<file path="src/rtl/spram32_arb.sv">
// Two-port arbiter in front of the 32-bit x 32K single-port SPRAM, with lock for read-modify-write.
// Define SPRAM32_ARB_RR_EN for round-robin tie breaking; otherwise port 0 wins ties.
module spram32_arb (
    input  logic        clk,
    input  logic        rst,
    input  logic        req0,
    input  logic        req1,
    input  logic        we0,
    input  logic        we1,
    input  logic [14:0] ai0,
    input  logic [14:0] ai1,
    input  logic [31:0] vi0,
    input  logic [31:0] vi1,
    input  logic [3:0]  bmsk0,
    input  logic [3:0]  bmsk1,
    input  logic        lock0,
    input  logic        lock1,
    output logic        gnt0,
    output logic        gnt1,
    output logic        ack0,
    output logic        ack1,
    output logic [31:0] vo0,
    output logic [31:0] vo1,
    output logic [14:0] ram_ai,
    output logic [31:0] ram_vi,
    output logic [3:0]  ram_bmsk,
    output logic        ram_we,
    input  logic [31:0] ram_vo,
    output logic [2:0]  dbg_state
);
    // Handshake: req_p is held until gnt_p is seen high in the same cycle; the
    // transfer happens in that cycle and ack_p pulses exactly once on the next.
    typedef enum logic [1:0] {
        OPEN    = 2'd0,
        LOCKED0 = 2'd1,
        LOCKED1 = 2'd2
    } lock_t;

    lock_t       lock_q, lock_d;
    logic        last_q;
    logic        rtag_v_q, rtag_p_q;
    logic [14:0] ai_q;
    logic [31:0] vi_q;
    logic [3:0]  bmsk_q;
    logic        grant;

    always_comb begin
        gnt0   = 1'b0;
        gnt1   = 1'b0;
        lock_d = lock_q;
        case (lock_q)
            LOCKED0: gnt0 = req0;
            LOCKED1: gnt1 = req1;
            default: begin
                if (req0 && req1) begin
`ifdef SPRAM32_ARB_RR_EN
                    gnt0 = last_q;
                    gnt1 = ~last_q;
`else
                    gnt0 = 1'b1;
`endif
                end else begin
                    gnt0 = req0;
                    gnt1 = req1;
                end
            end
        endcase
        grant = gnt0 | gnt1;
        // Idle cycles keep the lock; only a granted access can change it.
        if (gnt0)
            lock_d = lock0 ? LOCKED0 : OPEN;
        else if (gnt1)
            lock_d = lock1 ? LOCKED1 : OPEN;
    end

    // Bus holds its last driven values while idle to avoid toggling the macro pins.
    always_comb begin
        ram_ai   = ai_q;
        ram_vi   = vi_q;
        ram_bmsk = bmsk_q;
        ram_we   = 1'b0;
        if (gnt1) begin
            ram_ai   = ai1;
            ram_vi   = vi1;
            ram_bmsk = bmsk1;
            ram_we   = we1;
        end else if (gnt0) begin
            ram_ai   = ai0;
            ram_vi   = vi0;
            ram_bmsk = bmsk0;
            ram_we   = we0;
        end
    end

    always_ff @(posedge clk or posedge rst) begin
        if (rst) begin
            lock_q   <= OPEN;
            last_q   <= 1'b1;
            rtag_v_q <= 1'b0;
            rtag_p_q <= 1'b0;
            ai_q     <= '0;
            vi_q     <= '0;
            bmsk_q   <= '0;
        end else begin
            lock_q   <= lock_d;
            rtag_v_q <= grant;
            if (grant) begin
                last_q   <= gnt1;
                rtag_p_q <= gnt1;
                ai_q     <= ram_ai;
                vi_q     <= ram_vi;
                bmsk_q   <= ram_bmsk;
            end
        end
    end

    assign ack0      = rtag_v_q & ~rtag_p_q;
    assign ack1      = rtag_v_q & rtag_p_q;
    assign vo0       = ram_vo;
    assign vo1       = ram_vo;
    assign dbg_state = {last_q, lock_q};
endmodule

</file>
<file path="config.mk">
export PLATFORM = sky130hd
export DESIGN_NAME = spram32_arb
export DESIGN_NICKNAME = d
export VERILOG_FILES = /design/src/rtl/spram32_arb.sv
export SDC_FILE = /design/constraint.sdc
export NUM_CORES = 1
export LEC_CHECK = 0
export BUFFER_PORTS_ARGS = -buffer_cell sky130_fd_sc_hd__buf_2
export CORE_ASPECT_RATIO = 0.8
export CORE_MARGIN = 1
export CORE_UTILIZATION = 30
export CTS_BUF_LIST = sky130_fd_sc_hd__clkbuf_16
export DETAILED_ROUTE_END_ITERATION = 10
export SLEW_MARGIN = 5
export SYNTH_ARGS = -nofsm -noshare
export SYNTH_HDL_FRONTEND = slang
export SYNTH_SLANG_ARGS = --single-unit
</file>
<file path="constraint.sdc">
create_clock -name clk -period 2.2 [get_ports clk]
set_input_delay 0.11 -clock clk [delete_from_list [all_inputs] [get_ports clk]]
set_output_delay 0.11 -clock clk [all_outputs]
set_load 0.02 [all_outputs]
</file>
Word-level counts from Yosys, hierarchy flattened
Index checks and enable logic that the tools add are counted.

Register bits: 56. Input port bits: 142. Output and inout bits: 123. Logic and storage cells: 31.

Equal/unequal tests: 2. Multiplexer cells: 16. Bitwise operators: 4. Reductions and logical operators: 2.

Operators with widths (count): two-way mux 32 bit (2); two-way mux 15 bit (2); two-way mux 4 bit (2); two-way mux 2 bit (3); two-way mux 1 bit (5); one-hot mux 1 bit (2 select lines) (2); AND 1 bit (2); equality test 2 x 1 -> 1 bit (second input constant) (1); equality test 2 bit (second input constant) (1); nonzero test 2 bit (1); logical AND 1 bit (1); inverter 1 bit (1); OR 1 bit (1).

Longest topological paths before layout
Depth after elaboration: 5. Mapped depth: 8. Depth with buffers taken out: 6.

Worst setup path before layout
Ideal clock, no wire load.

Path kind: register -> output. Start point: register lock_q[0]. End point: output ram_ai[0]. Arrival: 2015 ps. Data required time: 2090 ps. Path slack: 75 ps. Cell stages (with the launch flop): 9. Buffers on the path: 3. Cell sequence: dfrtp_1 -> inv_1 -> ha_1 -> o21a_1 -> buf_2 -> a21boi_4 -> buf_6 -> buf_6 -> a221o_1.

Longest elaborated chain between the ends: 4. Elaborated cells on any way between the ends: 6. Classes of those cells: eq/ne (2); mux (4).

Ends and longest elaborated chain: from (decl) (RTL line 39) `lock_t lock_q, lock_d;`; from (signal assigned) (RTL line 105) `lock_q <= lock_d;`; equality test 2 bit or equality test 2 x 1 -> 1 bit (tied branches) (RTL line 51) `case (lock_q)`; one-hot mux 1 bit (2 select lines) (RTL line 51); two-way mux 15 bit (RTL line 87) `end else if (gnt0) begin`; two-way mux 15 bit (*) (RTL line 82) `if (gnt1) begin`; to (decl) (RTL line 24) `output logic [14:0] ram_ai,`.

Mark *: on every way between the ends. The rest lies on a longest branch, timed or not.

Worst setup path after layout
Start point: register lock_q[0]. End point: output ram_vi[23].

Longest elaborated chain between the ends: 4. Elaborated cells on any way between the ends: 6. Classes of those cells: eq/ne (2); mux (4).

Ends and longest elaborated chain: equality test 2 bit or equality test 2 x 1 -> 1 bit (tied branches) (RTL line 51); one-hot mux 1 bit (2 select lines) (RTL line 51); two-way mux 32 bit (RTL line 87); two-way mux 32 bit (*) (RTL line 82); to (decl) (RTL line 25) `output logic [31:0] ram_vi,`.

Marked as above.

==> metrics <==
cells after synthesis 328; Switching Fraction approximately two fifths; drt total wl roughly 12000 microns; Avg Inst Size Synth 11.06 sq um; mux cell area share after synthesis 0.2760%; IO Pins approximately 270; non-filler cells, final roughly 600; commonest non-fill, non-tap cell in the layout buf_2; register area share after synthesis between 30 and 40%; vias about 3300; Area growth, synth to finish 57.68%; Core ar. 0.01165 sq mm; CTS tree built; DP HPWL 6155 microns; CP Max Fanout 15; Final ANT Viol Nets 0; buffer levels on the longest clock path 2; XOR/XNOR Fraction of Synth Area 0%; CP required 2.09 ns; P_leak ~0.0026 uW; cell area after placement 0.004136 sq mm; WHS 0.04253 ns; main combinational cell family by area after synthesis compound AO/OA/AOI/OAI gates; Layout Utilization approximately half; initial antenna violation count 0; Worst slew margin 70.49%; WL/cell between 15 and 20 microns; Synth Area in Simple Gates 11.28%; Worst setup EP type primary output; multi-input combinational cell area slightly above 0.002 sq mm; top_reg_cell synth dfrtp_1; max cap viols 0; top post-synthesis cells by area dfrtp_1, a221o_1, buf_4, nor3b_1, buf_2; Max IR drop VDD around 0.73 mV; Vias/cell 5.582; post-synth cell types 25; Placement Setup Slack roughly 0.057 ns; Clk Latency, worst-skew pair 0.29 ns; EDFF count, synth 0; FF+latch area 0.001403 sq mm; failing checks design-rule violations, negative setup slack; Max Slew Vio Count 0; pin count of the biggest net entering global routing 59; unrepaired setup endpoints after global routing yes; Hold Vio Cnt, Final 0; Final GP Congestion 0.6889; crit path launch type flop; HP Class input pin to flop; fin crit share 100.8%; final antenna diode count 0; number of global-route vias before repair about 3100; Synth Area in Compound Gates 30.08%; 1st-pass router iterations 8; DR iter-0 viols 171; Final setup viols 25; layout cells sized above 1 between 60% and 70%; Sw Pwr ~4200 uW; Logic pwr share 75.1%; fmax 450.7 MHz; PortBufs approximately 170; Nets between 500 and 600; Final min period between 2 and 2.5 ns; CTS Buf Count 5; #FFs+latches synth 56; status finished, violations left; Clock Pin Slew Worst Setup and Hold Paths around 0.07 ns; # fillers roughly 1000; first-pass GRT wire length approximately 16000 microns; post-synth top area share between 30% and 40%; starting density of the core a little under a third; clk_skew 0.007755 ns; Clk pwr share between 8 and 9%; Post-Syn Area 0.003627 sq mm; Die Y about 100 microns; Die Wd around 120 microns; Clock Tree Root clkbuf_16; GRT Util Overall approximately 15%; worst-margin pin slew approximately 0.44 ns; H-tree levels 2; Yosys Warn Count 0; commonest cells after routing, fill and taps aside buf_2, a221o_1, buf_6, dfrtp_1, nor3b_4; Final WS setup -0.01866 ns; Design Area, Final between 0.005 and 0.006 sq mm; Int Pwr 6243 uW; placed insts ~560; crit path kind flop to primary output; # clock sinks 56; crit path DAT roughly 2.1 ns; leading area contributor after synthesis dfrtp_1; die area between 0.01 and 0.015 sq mm; ys async rst share 100.0%; Residual DRC 20; Post-Synth Adder-Cell Area less than 1%; row cnt 35; total grt overflow 0; PwrDens about 1800 mW/mm^2; sequential share of power ~16%; syn_nets roughly 470
[power by group through the flow]
stage	registers, uW	clock network (uW)	logic, uW
after floorplan	1660	0	3710
after global placement	1690	0	4700
after detailed placement	1690	0	4730
after CTS	1690	922	5990
after global routing	1760	980	8280
final	1710	894	7840
[metal layers]
metal  vias to the layer above  track usage, %  routed length (microns)
li1                       1512               -                        -
met5                         -               0                        0
met3                         8           3.891                      788
met4                         0           3.377                       71
met2                       178           26.32                     5750
met1                      1640           19.54                     5242
[final cells by class]
class                   count  share of cell area (%)
repair buffers            212                   33.19
well taps                 148                   3.238
inverters                   5                  0.4157
multi-input cells         169                   35.77
clock inverters             3                  0.6782
clock buffers               5                   2.188
flip-flops and latches     56                   24.52
[state kept, by name (all words and copies together) (netlist names)]
register and flops:
vi_q 32, lock_q 2, last_q 1, rtag_p_q 1, bmsk_q 4, rtag_v_q 1, ai_q 15
[timing repair]
item	in CTS	in global routing
setup endpoints to repair	52	52
hold buffers	1	0
cloned	4	14
setup buffers	9	7
pin swaps	5	34
gates resized for setup	95	117
endpoints found under the hold margin	55	0
[through the flow]
| step | power, uW | TNS, ns |
|---|---|---|
| 2_1_floorplan | 5369 | 0 |
| 3_3_place_gp | 6394 | 0 |
| 3_5_place_dp | 6420 | 0 |
| 4_1_cts | 8602 | -0.5076 |
| 5_1_grt | 11030 | -3.863 |
| 6_report | 10440 | -0.1460 |
[worst max-delay path: stages, from the launching register on]
cell	delay (ns)
dfrtp_1	0.40
inv_2	0.09
ha_4	0.22
o21a_4	0.22
a21boi_4	0.15
buf_6	0.14
buf_12	0.14
a221o_1	0.32
buf_6	0.14
[synthesized netlist by cell type (2+ instances only)]
cell type / count
dfrtp_1: 55
ha_1: 2
buf_4: 65
buf_6: 5
a221o_1: 102
clkbuf_1: 10
a21o_1: 2
buf_2: 17
nor3b_1: 51
inv_1: 4
[path summary, 6_finish.rpt]
kind / slack [ns] / end / depth (start not counted) / startpoint
setup reg to reg: 0.11 / vi_q[21] / 8 / lock_q[0]
hold / removal: 0.04 / lock_q[0] / 3 / lock0
min in group asynchronous: 0.42 / vi_q[11] / 4 / rst
setup / recovery: -0.02 / ram_vi[23] / 8 / lock_q[0]
hold reg to reg: 0.53 / last_q / 1 / last_q
max in group asynchronous: 1.37 / last_q / 4 / rst
[logic make-up (layout without fill, tap and decap cells)]
logic type | Yosys count | after routing
adder cells (fa/ha/maj) | 2 | 2
buffers and inverters | 103 | 225
AO/OA/AOI/OAI | 110 | 110
AND/OR/NAND/NOR | 56 | 56
multiplexers | 1 | 1
flip-flops | 56 | 56
(Power assumes the default switching activity.)
